<file path="src/rtl/dqs_dly_sequencer_pkg.sv">
// Shared types and default parameters for the DQS delay-load sequencer.
package dqs_dly_seq_pkg;

  localparam int NUM_LINES_DEF   = 2;
  localparam int DLY_WIDTH_DEF   = 8;
  localparam int SETTLE_DEF      = 4;
  localparam int DWELL_WIDTH_DEF = 16;

  typedef enum logic [2:0] {
    S_WAIT_RDY,
    S_IDLE,
    S_LOAD,
    S_SET,
    S_SETTLE,
    S_SW_LOAD,
    S_SW_SET,
    S_SW_DWELL
  } state_e;

  function automatic int line_w(input int num_lines);
    return (num_lines > 1) ? $clog2(num_lines) : 1;
  endfunction

endpackage

</file>
<file path="src/rtl/dqs_dly_sequencer_if.sv">
// Host-side request, sweep-control and status bundle of the delay-load sequencer.
interface dqs_dly_seq_if
  import dqs_dly_seq_pkg::*;
#(
  parameter int NUM_LINES   = NUM_LINES_DEF,
  parameter int DLY_WIDTH   = DLY_WIDTH_DEF,
  parameter int DWELL_WIDTH = DWELL_WIDTH_DEF
) ();

  localparam int LINE_W = line_w(NUM_LINES);

  logic                   req_valid;
  logic                   req_ready;
  logic [LINE_W-1:0]      req_line;
  logic [DLY_WIDTH-1:0]   req_dly;
  logic                   req_commit;

  logic                   sweep_start;
  logic [DLY_WIDTH-1:0]   sweep_first;
  logic [DLY_WIDTH-1:0]   sweep_last;
  logic [NUM_LINES-1:0]   sweep_mask;
  logic [DWELL_WIDTH-1:0] sweep_dwell;
  logic                   sweep_abort;

  logic                   busy;
  logic                   step_strobe;
  logic [DLY_WIDTH-1:0]   step_value;
  logic                   sweep_done;

  modport master (
    output req_valid, req_line, req_dly, req_commit,
    output sweep_start, sweep_first, sweep_last, sweep_mask, sweep_dwell, sweep_abort,
    input  req_ready, busy, step_strobe, step_value, sweep_done
  );

  modport slave (
    input  req_valid, req_line, req_dly, req_commit,
    input  sweep_start, sweep_first, sweep_last, sweep_mask, sweep_dwell, sweep_abort,
    output req_ready, busy, step_strobe, step_value, sweep_done
  );

endinterface

</file>
<file path="src/rtl/dqs_dly_sequencer_sync_2ff.sv">
// Two-flop synchronizer for a level signal crossing into the clk domain.
module sync_2ff (
  input  logic clk,
  input  logic rst,
  input  logic d,
  output logic q
);

  logic meta;

  // NOTE: sequential state uses non-blocking assignments so both flops sample pre-edge values.
  always_ff @(posedge clk or negedge rst) begin
    if (!rst) begin
      meta <= 1'b0;
      q    <= 1'b0;
    end else begin
      meta <= d;
      q    <= meta;
    end
  end

endmodule

</file>
<file path="src/rtl/dqs_dly_sequencer.sv">
// Drives the shared delay bus, per-line load strobes and the apply strobe for
// single host writes and autonomous delay sweeps, gated by the delay-ctrl ready flag.
module dqs_dly_sequencer
  import dqs_dly_seq_pkg::*;
#(
  parameter int NUM_LINES   = NUM_LINES_DEF,
  parameter int DLY_WIDTH   = DLY_WIDTH_DEF,
  parameter int SETTLE      = SETTLE_DEF,
  parameter int DWELL_WIDTH = DWELL_WIDTH_DEF
) (
  input  logic                 clk,
  input  logic                 rst,
  input  logic                 dly_ready_in,
  dqs_dly_seq_if.slave         host,
  output logic [DLY_WIDTH-1:0] dly,
  output logic [NUM_LINES-1:0] ld,
  output logic                 set
);

  localparam int LINE_W = line_w(NUM_LINES);

  state_e                 state, state_d;
  logic                   rdy_s;
  logic [DWELL_WIDTH-1:0] cnt;
  logic [DLY_WIDTH-1:0]   cur, last_q, cur_nxt;
  logic                   down_q;
  logic [NUM_LINES-1:0]   mask_q;
  logic [DWELL_WIDTH-1:0] dwell_q;
  logic [LINE_W-1:0]      line_q;
  logic                   commit_q, sweep_mode, abort_pend, busy_q;
  logic                   req_ready_c, step_strobe_c, sweep_done_c;
  logic                   take_req, take_sweep, advance, sweep_active;

  sync_2ff u_rdy_sync (.clk(clk), .rst(rst), .d(dly_ready_in), .q(rdy_s));

  assign cur_nxt = down_q ? cur - DLY_WIDTH'(1) : cur + DLY_WIDTH'(1);
  assign sweep_active = sweep_mode &&
                        (state inside {S_SW_LOAD, S_SW_SET, S_SETTLE, S_SW_DWELL});

  // NOTE: every combinational output gets a default first so no path can infer a latch.
  always_comb begin
    state_d       = state;
    req_ready_c   = 1'b0;
    ld            = '0;
    set           = 1'b0;
    step_strobe_c = 1'b0;
    sweep_done_c  = 1'b0;
    take_req      = 1'b0;
    take_sweep    = 1'b0;
    advance       = 1'b0;
    if (state != S_WAIT_RDY && !rdy_s) begin
      // Ready loss silences all strobes and drops any accepted-but-unfinished work.
      state_d      = S_WAIT_RDY;
      sweep_done_c = sweep_active;
    end else begin
      unique case (state)
        S_WAIT_RDY: if (rdy_s) state_d = S_IDLE;
        S_IDLE: begin
          if (host.sweep_start) begin
            take_sweep = 1'b1;
            state_d    = S_SW_LOAD;
          end else begin
            req_ready_c = 1'b1;
            if (host.req_valid) begin
              take_req = 1'b1;
              state_d  = S_LOAD;
            end
          end
        end
        S_LOAD: begin
          ld      = NUM_LINES'(1) << line_q;
          state_d = commit_q ? S_SET : S_IDLE;
        end
        S_SET: begin
          set     = 1'b1;
          state_d = S_SETTLE;
        end
        S_SETTLE: begin
          if (cnt == DWELL_WIDTH'(SETTLE - 1)) state_d = sweep_mode ? S_SW_DWELL : S_IDLE;
        end
        S_SW_LOAD: begin
          ld      = mask_q;
          state_d = S_SW_SET;
        end
        S_SW_SET: begin
          set     = 1'b1;
          state_d = S_SETTLE;
        end
        S_SW_DWELL: begin
          if (host.sweep_abort || abort_pend) begin
            sweep_done_c = 1'b1;
            state_d      = S_IDLE;
          end else if (cnt == dwell_q) begin
            step_strobe_c = 1'b1;
            if (cur == last_q) begin
              sweep_done_c = 1'b1;
              state_d      = S_IDLE;
            end else begin
              advance = 1'b1;
              state_d = S_SW_LOAD;
            end
          end
        end
        default: state_d = S_WAIT_RDY;
      endcase
    end
  end

  always_ff @(posedge clk or negedge rst) begin
    if (!rst) begin
      state      <= S_WAIT_RDY;
      busy_q     <= 1'b0;
      cnt        <= '0;
      cur        <= '0;
      last_q     <= '0;
      down_q     <= 1'b0;
      mask_q     <= '0;
      dwell_q    <= '0;
      line_q     <= '0;
      commit_q   <= 1'b0;
      sweep_mode <= 1'b0;
      abort_pend <= 1'b0;
      dly        <= '0;
    end else begin
      state  <= state_d;
      busy_q <= (state_d != S_IDLE);
      // One counter serves both SETTLE and dwell; it restarts on every state change.
      cnt    <= (state_d != state) ? '0 : cnt + DWELL_WIDTH'(1);
      if (take_req) begin
        line_q     <= host.req_line;
        dly        <= host.req_dly;
        commit_q   <= host.req_commit;
        sweep_mode <= 1'b0;
      end
      if (take_sweep) begin
        cur        <= host.sweep_first;
        dly        <= host.sweep_first;
        last_q     <= host.sweep_last;
        down_q     <= (host.sweep_last < host.sweep_first);
        mask_q     <= host.sweep_mask;
        dwell_q    <= (host.sweep_dwell == '0) ? DWELL_WIDTH'(1) : host.sweep_dwell;
        sweep_mode <= 1'b1;
        abort_pend <= 1'b0;
      end else if (host.sweep_abort && sweep_mode &&
                   (state inside {S_SW_LOAD, S_SW_SET, S_SETTLE})) begin
        abort_pend <= 1'b1;
      end
      if (advance) begin
        cur <= cur_nxt;
        dly <= cur_nxt;
      end
    end
  end

  assign host.req_ready   = req_ready_c;
  assign host.busy        = busy_q;
  assign host.step_strobe = step_strobe_c;
  assign host.step_value  = cur;
  assign host.sweep_done  = sweep_done_c;

endmodule

</file>
<file path="src/flat_wrapper.sv">
// flat-port wrapper written by rule: the top's interface ports become plain ports
module dqs_dly_sequencer_flat import dqs_dly_seq_pkg::*;
#(
  parameter int NUM_LINES   = NUM_LINES_DEF,
  parameter int DLY_WIDTH   = DLY_WIDTH_DEF,
  parameter int SETTLE      = SETTLE_DEF,
  parameter int DWELL_WIDTH = DWELL_WIDTH_DEF
)
  (clk, rst, dly_ready_in, dly, ld, set, host_req_valid, host_req_line, host_req_dly, host_req_commit, host_sweep_start, host_sweep_first, host_sweep_last, host_sweep_mask, host_sweep_dwell, host_sweep_abort, host_req_ready, host_busy, host_step_strobe, host_step_value, host_sweep_done);
  dqs_dly_seq_if #(.NUM_LINES(NUM_LINES), .DLY_WIDTH(DLY_WIDTH), .DWELL_WIDTH(DWELL_WIDTH)) host_i ();
  input  logic clk;
  input  logic rst;
  input  logic dly_ready_in;
  output logic [DLY_WIDTH-1:0] dly;
  output logic [NUM_LINES-1:0] ld;
  output logic set;
  input wire logic [$bits(host_i.req_valid)-1:0] host_req_valid;
  input wire logic [$bits(host_i.req_line)-1:0] host_req_line;
  input wire logic [$bits(host_i.req_dly)-1:0] host_req_dly;
  input wire logic [$bits(host_i.req_commit)-1:0] host_req_commit;
  input wire logic [$bits(host_i.sweep_start)-1:0] host_sweep_start;
  input wire logic [$bits(host_i.sweep_first)-1:0] host_sweep_first;
  input wire logic [$bits(host_i.sweep_last)-1:0] host_sweep_last;
  input wire logic [$bits(host_i.sweep_mask)-1:0] host_sweep_mask;
  input wire logic [$bits(host_i.sweep_dwell)-1:0] host_sweep_dwell;
  input wire logic [$bits(host_i.sweep_abort)-1:0] host_sweep_abort;
  output wire logic [$bits(host_i.req_ready)-1:0] host_req_ready;
  output wire logic [$bits(host_i.busy)-1:0] host_busy;
  output wire logic [$bits(host_i.step_strobe)-1:0] host_step_strobe;
  output wire logic [$bits(host_i.step_value)-1:0] host_step_value;
  output wire logic [$bits(host_i.sweep_done)-1:0] host_sweep_done;
  assign host_i.req_valid = host_req_valid;
  assign host_i.req_line = host_req_line;
  assign host_i.req_dly = host_req_dly;
  assign host_i.req_commit = host_req_commit;
  assign host_i.sweep_start = host_sweep_start;
  assign host_i.sweep_first = host_sweep_first;
  assign host_i.sweep_last = host_sweep_last;
  assign host_i.sweep_mask = host_sweep_mask;
  assign host_i.sweep_dwell = host_sweep_dwell;
  assign host_i.sweep_abort = host_sweep_abort;
  assign host_req_ready = host_i.req_ready;
  assign host_busy = host_i.busy;
  assign host_step_strobe = host_i.step_strobe;
  assign host_step_value = host_i.step_value;
  assign host_sweep_done = host_i.sweep_done;
  dqs_dly_sequencer #(.NUM_LINES(NUM_LINES), .DLY_WIDTH(DLY_WIDTH), .SETTLE(SETTLE), .DWELL_WIDTH(DWELL_WIDTH)) u_core (.clk(clk), .rst(rst), .dly_ready_in(dly_ready_in), .host(host_i), .dly(dly), .ld(ld), .set(set));
endmodule
</file>
<file path="config.mk">
export PLATFORM = sky130hd
export DESIGN_NAME = dqs_dly_sequencer_flat
export DESIGN_NICKNAME = d
export VERILOG_FILES = /design/src/rtl/dqs_dly_sequencer_pkg.sv /design/src/rtl/dqs_dly_sequencer_if.sv /design/src/rtl/dqs_dly_sequencer_sync_2ff.sv /design/src/rtl/dqs_dly_sequencer.sv /design/src/flat_wrapper.sv
export SDC_FILE = /design/constraint.sdc
export NUM_CORES = 1
export LEC_CHECK = 0
export ABC_CLOCK_PERIOD_IN_PS = 5000
export CAP_MARGIN = 0
export CORE_ASPECT_RATIO = 1.75
export CORE_UTILIZATION = 57
export CTS_BUF_LIST = sky130_fd_sc_hd__clkbuf_16
export CTS_CLUSTER_DIAMETER = 60
export CTS_CLUSTER_SIZE = 12
export DETAILED_ROUTE_END_ITERATION = 16
export GPL_TIMING_DRIVEN = 1
export PLACE_DENSITY = 0.86
export SLEW_MARGIN = 20
export SYNTH_ARGS = -nofsm -noshare
export SYNTH_HDL_FRONTEND = slang
export SYNTH_SLANG_ARGS = --single-unit
</file>
<file path="constraint.sdc">
create_clock -name clk -period 5 [get_ports clk]
set_input_delay 1.5 -clock clk [delete_from_list [all_inputs] [get_ports clk]]
set_output_delay 1.5 -clock clk [all_outputs]
set_load 0.02 [all_outputs]
</file>
-- Word-level counts from Yosys, hierarchy flattened
Cells that the tools add are included.
- input bits: 50
- word-level logic and storage cells: 99
- output and inout port bits: 23
- bits in registers: 69
- reductions and logical operators: 16
- eq/ne operators: 12
- add/subtract/negate cells: 3
- shift operators: 1
- order comparisons: 1
- mux-type cells: 51
- operators with widths (operator ; count):
    2-to-1 mux 8 bit ; 6
    2-to-1 mux 16 bit ; 2
    2-to-1 mux 1 bit ; 30
    2-to-1 mux 3 bit ; 9
    case mux 3 bit (7 select lines) ; 1
    adder 16 x 1 -> 16 bit, second input constant ; 1
    == test 16 bit ; 1
    == test 16 x 2 -> 1 bit, second input constant ; 1
    logical NOT 16 bit ; 1
    == test 3 bit, second input constant ; 4
    nonzero test 3 bit ; 3
    adder 8 x 1 -> 8 bit, second input constant ; 1
    == test 8 bit ; 1
    < comparator 8 bit ; 1
    subtractor 8 x 1 -> 8 bit, second input constant ; 1
    == test 3 x 2 -> 1 bit, second input constant ; 2
    nonzero test 2 bit ; 3
    logical AND 1 bit ; 4
    2-to-1 mux 2 bit ; 2
    case mux 2 bit (2 select lines) ; 1
    nonzero test 4 bit ; 1
    == test 3 x 1 -> 1 bit, second input constant ; 1
    logical NOT 3 bit ; 1
    inequality test 3 x 1 -> 1 bit, second input constant ; 1
    other kinds (5) ; 5

-- Logic depth before layout (Yosys ltp)
- depth after elaboration: 8
- gate-level depth with buffers: 9
- depth with buffers taken out: 8

-- Cells and area by module
A second synthesis with hierarchy kept.
- cell total of the unflattened synthesis: 425
- area, all modules: 4020.1 um^2
- by module, submodules not included (module ; sequential area each (um^2) ; area an instance (um^2) ; cells an instance ; times used):
    dqs_dly_sequencer ; 1676.6 ; 3970.1 ; 423 ; 1
    sync_2ff ; 50.0 ; 50.0 ; 2 ; 1

-- Worst setup path before layout
OpenSTA, ideal clock, no wires.
- path kind: input-to-output
- start: input host_sweep_abort
- end: output host_step_strobe
- path buffers: 0
- cell stages on the path: 3
- slack: 1413 ps
- data required time: 3500 ps
- data arrival time: 2087 ps
- cells stage by stage: nor3b_1 nand2_1 nor2_1
- cells in the longest elaborated chain, start to end: 4
- RTL lines (what ; RTL line ; source):
    from (decl) ; flat_wrapper.sv:26 ; input wire logic [$bits(host_i.sweep_abort)-1:0] host_sweep_abort;
    logical OR 1 bit ; dqs_dly_sequencer.sv:90 ; if (host.sweep_abort || abort_pend) begin
    2-to-1 mux 1 bit ; dqs_dly_sequencer.sv:90 ;
    2-to-1 mux 1 bit ; dqs_dly_sequencer.sv:56 ; unique case (state)
    2-to-1 mux 1 bit ; dqs_dly_sequencer.sv:51 ; if (state != S_WAIT_RDY && !rdy_s) begin
    to (decl) ; flat_wrapper.sv:29 ; output wire logic [$bits(host_i.step_strobe)-1:0] host_step_strobe;
Every way passes these cells.

-- Worst setup path in the final report
Same ends and word-level chain as after synthesis.

==> metrics.csv <==
stage,metric,value,unit
timing,min cycle time layout,4570,ps
timing,final worst slack,434,ps
global_routing,largest net degree at the start of global routing,48,
cts,Setup Buffers After CTS,0,
place,post-placement setup slack,444,ps
setup_path,worst reg-to-reg path cell count,7,
pwr,pwr/cell area,377,nW/um^2
global_routing,initial antenna violation count,0,
place,placed cell area,4800,um^2
timing,setup TNS,0,ps
floorplanning,CORE AREA,6860,um^2
final_layout,multi-input logic area,2150,um^2
timing,Setup Skew,6.74,ps
drt,Vias,3509,
final_layout,post-route cell area,5060,um^2
final_layout,Ant. Diodes,0,
setup_path,FF-to-FF setup slack,2250,ps
final_layout,nets@finish,574,
global_routing,GRT Overall Usage,32.0,%
synthesis,average cell area after synthesis,9.15,um^2
timing,fmax,219,MHz
drt,DRT antenna net count,0,
setup_path,reg-to-reg endpoint,u_core.dly[4]$_DFFE_PN0P_,
setup_path,slowest CP cell,clkdlybuf4s50_1,
min_path,Hold Path Class,reg -> reg,
setup_path,Startpoint Class,input pin,
floorplanning,Row Count,40,
drt,vias per cell,5.87,
global_routing,vias in the first global route,3623,
setup_path,Crit Path Category,in -> out,
setup_path,CP Capture Type,output port,
drt,Wirelength per Cell,17.9,um
cts,CTS Buf Count,9,
synthesis,ys async rst share,100,%
setup_path,CP arrival,3070,ps
drt,DRT iter0 DRCs,370,
pwr,leakage,2.39,nW
timing,actual slew at the worst max-slew pin,875,ps
synthesis,Syn. warnings,0,
final_layout,layout cell share with drive strength beyond 1,8.17,%
global_routing,first-pass GRT wire length,17600,um
synthesis,#FFs+latches synth,69,
floorplanning,Starting Density,59.1,%
cts,clk root buf,clkbuf_16,
setup_path,"Cell Chain, Critical Path","clkdlybuf4s50_1, nor3b_1, nand2_1, nor2_1, clkdlybuf4s50_1",
cts,cts repair resizes,0,
place,IO Port Bufs,72,
cts,CTS Sinks,69,
pwr,maximum VDD drop,0.245,mV
cts,Worst-path clk slew,50,ps
pwr,Tot Pwr,1.91,mW
synthesis,Synth Cell Area,4050,um^2
cts,H-tree depth,3,
synthesis,"EDFF count, synth",0,
job,MaxCap Viol Count,0,
drt,DRT Pass-1 Iters,4,
cts,Clock Path Buffers,2,
final_layout,Seq. cell area,1730,um^2
setup_path,CP max FO,4,
synthesis,Mapped Nets,508,
synthesis,Synth Flop Type,dfrtp_1,
setup_path,FF-to-FF Start,u_core.host.step_value[6]$_DFFE_PN0P_,
final_layout,Filler Cells Inserted,520,
synthesis,sequential share of the synthesized area,42.6,%
timing,Fin. Hold Viols,0,
floorplanning,Die Width,65.7,um
timing,RSZ-0062 raised after global routing,no,
timing,Max Transition Viols Final,0,
min_path,hold worst-path end,u_core.u_rdy_sync.q$_DFF_PN0_,
floorplanning,Die Area,7460,um^2
timing,Relative slew margins,41.7,%
timing,final setup fails,0,
global_routing,GRT overflow,0,
floorplanning,I/O pin count,73,
cts,worst skew pair latency,340,ps
timing,period utilization,91.3,%
drt,Residual DRC,0,
outcome,status,finished clean,
cts,CTS tree,yes,
place,hpwl dp,7810,um
min_path,WHS Path Cells,0,
synthesis,Post-Synthesis Cells,443,
drt,final WL,10700,um
place,routability cong.,0.925,
cts,# hold bufs at CTS,0,
final_layout,area grow syn2layout,24.8,%
setup_path,CP max stage delay,610,ps
setup_path,CP most frequent cell,clkdlybuf4s50_1,
setup_path,CP required,3500,ps
floorplanning,die height,114,um
synthesis,synth unique cells,53,
min_path,hold path startpoint,u_core.u_rdy_sync.meta$_DFF_PN0_,
[where the power goes]
part	switching, mW	internal [mW]	total [mW]
Combinational	0.304	0.279	0.583
Sequential	0.105	0.655	0.760
Clock	0.237	0.327	0.564
[synth_stat cells, types with 4 or more instances]
library cell | n | area share, %
nand2_1 | 102 | 9.5
dfrtp_1 | 69 | 43
xor2_1 | 35 | 7.6
nor2_1 | 22 | 2.0
a21oi_1 | 17 | 2.1
inv_1 | 17 | 1.6
nand3_1 | 16 | 2.0
o21ai_0 | 16 | 2.0
clkbuf_1 | 14 | 1.3
ha_1 | 14 | 4.3
nor4_1 | 11 | 1.7
nor2_2 | 10 | 1.5
a21o_1 | 9 | 1.7
xnor2_1 | 7 | 1.5
a31oi_1 | 5 | 0.77
mux2i_1 | 5 | 1.2
and2_1 | 4 | 0.62
and3_1 | 4 | 0.62
buf_2 | 4 | 0.49
nor2b_1 | 4 | 0.62
o21a_1 | 4 | 0.74
[layer usage]
| layer | up-vias | routed length (um) | GRT usage [%] |
|---|---|---|---|
| li1 | 1646 | - | - |
| met1 | 1699 | 3780 | 34.8 |
| met2 | 123 | 5900 | 54.8 |
| met3 | 41 | 506 | 6.70 |
| met4 | 0 | 524 | 20.0 |
| met5 | - | 0 | 0 |
[sequential cells by signal (all words and copies together) (netlist names)]
name                    count
u_core.line_q               1
u_core.last_q               8
u_core.u_rdy_sync.meta      1
u_core.state                3
u_core.host.busy            1
u_core.dwell_q             16
u_core.down_q               1
u_core.cnt                 16
u_core.host.step_value      8
u_core.u_rdy_sync.q         1
u_core.sweep_mode           1
u_core.dly                  8
u_core.abort_pend           1
u_core.mask_q               2
u_core.commit_q             1
[worst max path at each step]
stage	endpoint	slack [ps]	startpoint	cells after the start
floorplan	host_step_strobe	1410	host_sweep_abort	3
global placement	host_step_strobe	450	host_sweep_abort	5
detailed placement	host_step_strobe	440	host_sweep_abort	5
CTS	host_step_strobe	440	host_sweep_abort	5
global route	host_step_strobe	340	host_sweep_abort	5
finish	host_step_strobe	430	host_sweep_abort	5
[critical path: cells and delay by family]
family	cells	cell delay, ps
AND/OR/NAND/NOR	3	500
buffers and inverters	2	1070
[cell type report]
| type | count | area share [%] |
|---|---|---|
| Clock inverter | 7 | 0.668 |
| Multi-Input combinational cell | 336 | 42.6 |
| Sequential cell | 69 | 34.1 |
| Inverter | 17 | 1.26 |
| Tap cell | 84 | 2.08 |
| Clock buffer | 9 | 4.45 |
| Timing Repair Buffer | 76 | 14.8 |
[cell families after synthesis]
kind of cell / after synthesis / synth area share (%)
flops: 69 / 42.6
fa+ha+maj: 15 / 4.82
xor+xnor: 44 / 9.88
simple gates: 196 / 23.9
mux: 7 / 1.79
compound gates: 74 / 12.8
buf+inv: 38 / 4.20
[through the flow]
stage                     utilization (%)  hold slack [ps]  instances
after detailed placement             69.9              340        582
after global routing                 73.8              365        598
after CTS                            73.7              353        598
final                                73.8              350        598
after floorplan                         -              331        443
after global placement               69.9              335        582
[cells in the final DEF, fill, tap and decap left out, drive strengths merged, types with 3 or more instances in the layout]
master and instances:
clkinv 5, o21a 4, inv 18, clkdlybuf4s50 71, nor3 3, and3 4, a31oi 5, a21o 9
a21oi 17, xnor2 7, nor4 14, ha 14, nand4 4, nand3 16, clkbuf 9, xor2 37
buf 5, o21ai 16, nor2 32, mux2i 5, nand2 102, nand2b 3, o211a 3, dfrtp 69
and2 4, nor2b 4
(Power assumes the default switching activity.)
==> RTL edit 1, RTL diff (config.mk and constraints unchanged) <==
Set the package constant `DWELL_WIDTH_DEF` to 32 (it was 16).
--- a/src/rtl/dqs_dly_sequencer_pkg.sv
+++ b/src/rtl/dqs_dly_sequencer_pkg.sv
@@ -6,3 +6,3 @@
   localparam int SETTLE_DEF      = 4;
-  localparam int DWELL_WIDTH_DEF = 16;
+  localparam int DWELL_WIDTH_DEF = 32;
 
Ports: changed (resized host_sweep_dwell); port bits go from 73 to 89. The function was not compared with the original's and may differ.
==> RTL edit 1 against the unedited design <==
Final area grew 34%; routed wire length grew 30%; sequential cell count grew 32; total power grew 35%; clock skew grew 0.0019 ns; sequential power grew 47%; worst setup slack lost 0.11 ns; area after synthesis grew 36%; core utilization shrank 2.0 points; via count grew 38%; critical endpoint unchanged; largest cell class unchanged; highest routed layer unchanged.
==> RTL edit 1: results (changes against the unedited design) <==
[status]
status = finished clean  ; unchanged

[finish]
fill_cells = 701  ; was 520
signal_buffers = 94  ; was 76
clock_area_share_pct = 4.32  ; was 5.12%
multi_input_gates = 480  ; was 336
inv_count = 19  ; was 17
nonClkBufAreaFrac_pct = 13.7  ; was 14.8%
nNetsFinal = 786  ; was 574
seq_cell_count = 101  ; was 69

[drt]
vias = 4848  ; was 3,509
wl_um = 14000  ; was 10,700 µm
wl_met1_um = 4920  ; was 3780 µm
wl_met3_um = 776  ; was 506 µm
first_pass_iters = 7  ; was 4
first_iter_violations = 397  ; was 370
wl_met2_um = 7400  ; was 5900 µm

[global_route]
grt_max_degree = 80  ; was 48
grt_use_met1_pct = 31.9  ; was 34.8%
grt_pass1_wl_um = 23200  ; was 17,600 µm

[place]
dp.cells = 816  ; was 582
port-buffer-count = 88  ; was 72
dp_hpwl_um = 10300  ; was 7810 µm
post-place-ws_ns = 0.318  ; was 0.444 ns
post_dp_cell_area_mm2 = 0.00646  ; was 0.00480 mm²

[critical_path]
crit_arrival_ns = 3.17  ; was 3.07 ns
cp_max_fo = 5  ; was 4

[timing]
tightest_slew_ns = 0.975  ; was 0.875 ns
whs_ns = 0.349  ; was 0.350 ns
finClkSkew_ns = 0.00864  ; was 0.00674 ns

[yosys]
synthTopCellsByCount = nand2_1, dfrtp_1, nor2_1  ; was nand2_1, dfrtp_1, xor2_1
muxShareOfSynthArea_pct = 0.953  ; was 1.79%
synth_cells = 626  ; was 443
synthAdderAreaFrac_pct = 3.54  ; was 4.82%
yosysUniqueCellTypes = 48  ; was 53

[clock_network]
clkTransAtPathRegs_ns = 0.07  ; was 0.05 ns

[power]
switching_share_pct = 33.1  ; was 33.9%
p_per_area_mw_per_mm2 = 381  ; was 377 mW/mm²
ir_worst_vdd_v = 0.000228  ; was 0.000245 V

[RTL edit 1: changes by cell type in the layout (fill, tap and decap cells not counted), sizes merged, moves of 14 or more]
cell	change
nand2	+61
dfrtp	+32
nor2	+27
xnor2	+18
clkdlybuf4s50	+16
xor2	+14
[RTL edit 1: final timing paths]
kind                                                  start                                    end  slack (ns)  depth (start not counted)
min in group asynchronous                               rst  u_core.host.step_value[0]$_DFFE_PN0P_        1.30                          1
max in group asynchronous                               rst               u_core.cnt[28]$_DFF_PN0_        2.79                          2
min                        u_core.u_rdy_sync.meta$_DFF_PN0_          u_core.u_rdy_sync.q$_DFF_PN0_        0.35                          0
max reg2reg                         u_core.cnt[0]$_DFF_PN0_               u_core.cnt[31]$_DFF_PN0_        2.17                          9
min reg2reg                u_core.u_rdy_sync.meta$_DFF_PN0_          u_core.u_rdy_sync.q$_DFF_PN0_        0.35                          0
max                                        host_sweep_abort                       host_step_strobe        0.33                          5
==> RTL edit 2, RTL diff (same settings) <==
Without the edit above. Make the reset (`rst`) synchronous in 2 clocked blocks.
--- a/src/rtl/dqs_dly_sequencer_sync_2ff.sv
+++ b/src/rtl/dqs_dly_sequencer_sync_2ff.sv
@@ -11,3 +11,3 @@
   // NOTE: sequential state uses non-blocking assignments so both flops sample pre-edge values.
-  always_ff @(posedge clk or negedge rst) begin
+  always_ff @(posedge clk) begin
     if (!rst) begin
--- a/src/rtl/dqs_dly_sequencer.sv
+++ b/src/rtl/dqs_dly_sequencer.sv
@@ -108,3 +108,3 @@
 
-  always_ff @(posedge clk or negedge rst) begin
+  always_ff @(posedge clk) begin
     if (!rst) begin
Function: differs if rst is asserted again (counterexample within 4 cycles, from zero or initial values and one cycle with rst low); with rst held inactive, the same outputs for 10 cycles.
==> RTL edit 2 against the unedited design <==
Non-clock buffer count up 1; hold slack improved by 0.11 ns; synthesized cell count grew 2.0%; sequential cell count is the same; final area fell by 2.8%; global-route usage grew 0.83 points; routed wire length rose by 2.7%; worst setup slack lost 0.13 ns; area after synthesis is 2.8% lower.
Power is not compared: it rests on default switching activity, and its combinational part moved more than twofold at a synthesized area within 25%.
==> RTL edit 2: results (changes against the unedited design) <==
[status]
status = finished clean  ; unchanged

[worst_hold_path]
whs_path_depth = 1  ; was 0
whs_endpoint = u_core.u_rdy_sync.q$_SDFF_PN0_  ; was u_core.u_rdy_sync.q$_DFF_PN0_

[global_route]
grt_pass1_wl_um = 18100  ; was 17,600 µm
grt_use_met2_pct = 57.8  ; was 54.8%
globalRouteMet3Util_pct = 7.48  ; was 6.70%
grt_max_degree = 25  ; was 48
grt_use_total_pct = 32.8  ; was 32.0%

[critical_path]
r2r_setup_slack_ns = 2.19  ; was 2.25 ns
r2r_start = u_core.cnt[9]$_SDFF_PP0_  ; was u_core.host.step_value[6]$_DFFE_PN0P_
r2r_cells = 6  ; was 7
crit_arrival_ns = 3.20  ; was 3.07 ns

[place]
place_congestion = 0.870  ; was 0.925
dp_hpwl_um = 8020  ; was 7810 µm

[yosys]
synthAdderAreaFrac_pct = 4.96  ; was 4.82%
synth-main-ff-cell = dfxtp_1  ; was dfrtp_1
syn_nets = 517  ; was 508
muxShareOfSynthArea_pct = 0.254  ; was 1.79%
synth_area_leaders = dfxtp_1, xnor2_1, a21oi_1  ; was dfrtp_1, nand2_1, xor2_1
seq_area_frac_synth_pct = 35.1  ; was 42.6%
synthArstFlopShare_pct = 0  ; was 100%
yosysUniqueCellTypes = 63  ; was 53
synth_xor_area_share_pct = 10.7  ; was 9.88%
synthTopCellsByCount = dfxtp_1, nand2_1, a21oi_1  ; was nand2_1, dfrtp_1, xor2_1

[drt]
vias = 3762  ; was 3,509
first_iter_violations = 256  ; was 370
first_pass_iters = 5  ; was 4

[finish]
nNetsFinal = 578  ; was 574
drive_gt1_share_pct = 8.90  ; was 8.17%

[timing]
tightest_slew_ns = 0.714  ; was 0.875 ns

-- RTL edit 2: worst register-to-register path, stage by stage (launching register included) --
cell     delay [ns]
dfxtp_1        0.52
xnor2_1        0.25
nand4_1        0.25
nor4_4         0.47
and3_1         0.71
a22oi_1        0.33
a21oi_1        0.21
-- RTL edit 2: routing by layer --
metal	routed length [µm]	vias to the layer above
met5	0	-
li1	-	1766
met1	3770	1795
met4	633	0
met2	6070	156
met3	531	45
-- RTL edit 2: metrics by stage --
stage	hold slack, ns	util (%)	setup slack [ns]	std cells
floorplan	0.412	-	1.44	452
global placement	0.415	70.3	0.400	584
detailed placement	0.447	70.3	0.373	584
CTS	0.458	74.5	0.341	599
global route	0.466	74.6	0.157	599
finish	0.457	74.6	0.303	599
-- RTL edit 2: area by class of cell --
type | instances | area (µm²)
inverters | 18 | 67.6
multi-input cells | 338 | 2320
repair buffers | 77 | 758
fillers | 480 | 1670
clock buffers | 9 | 225
clock inverters | 6 | 56.3
flip-flops and latches | 69 | 1380
well taps | 82 | 103
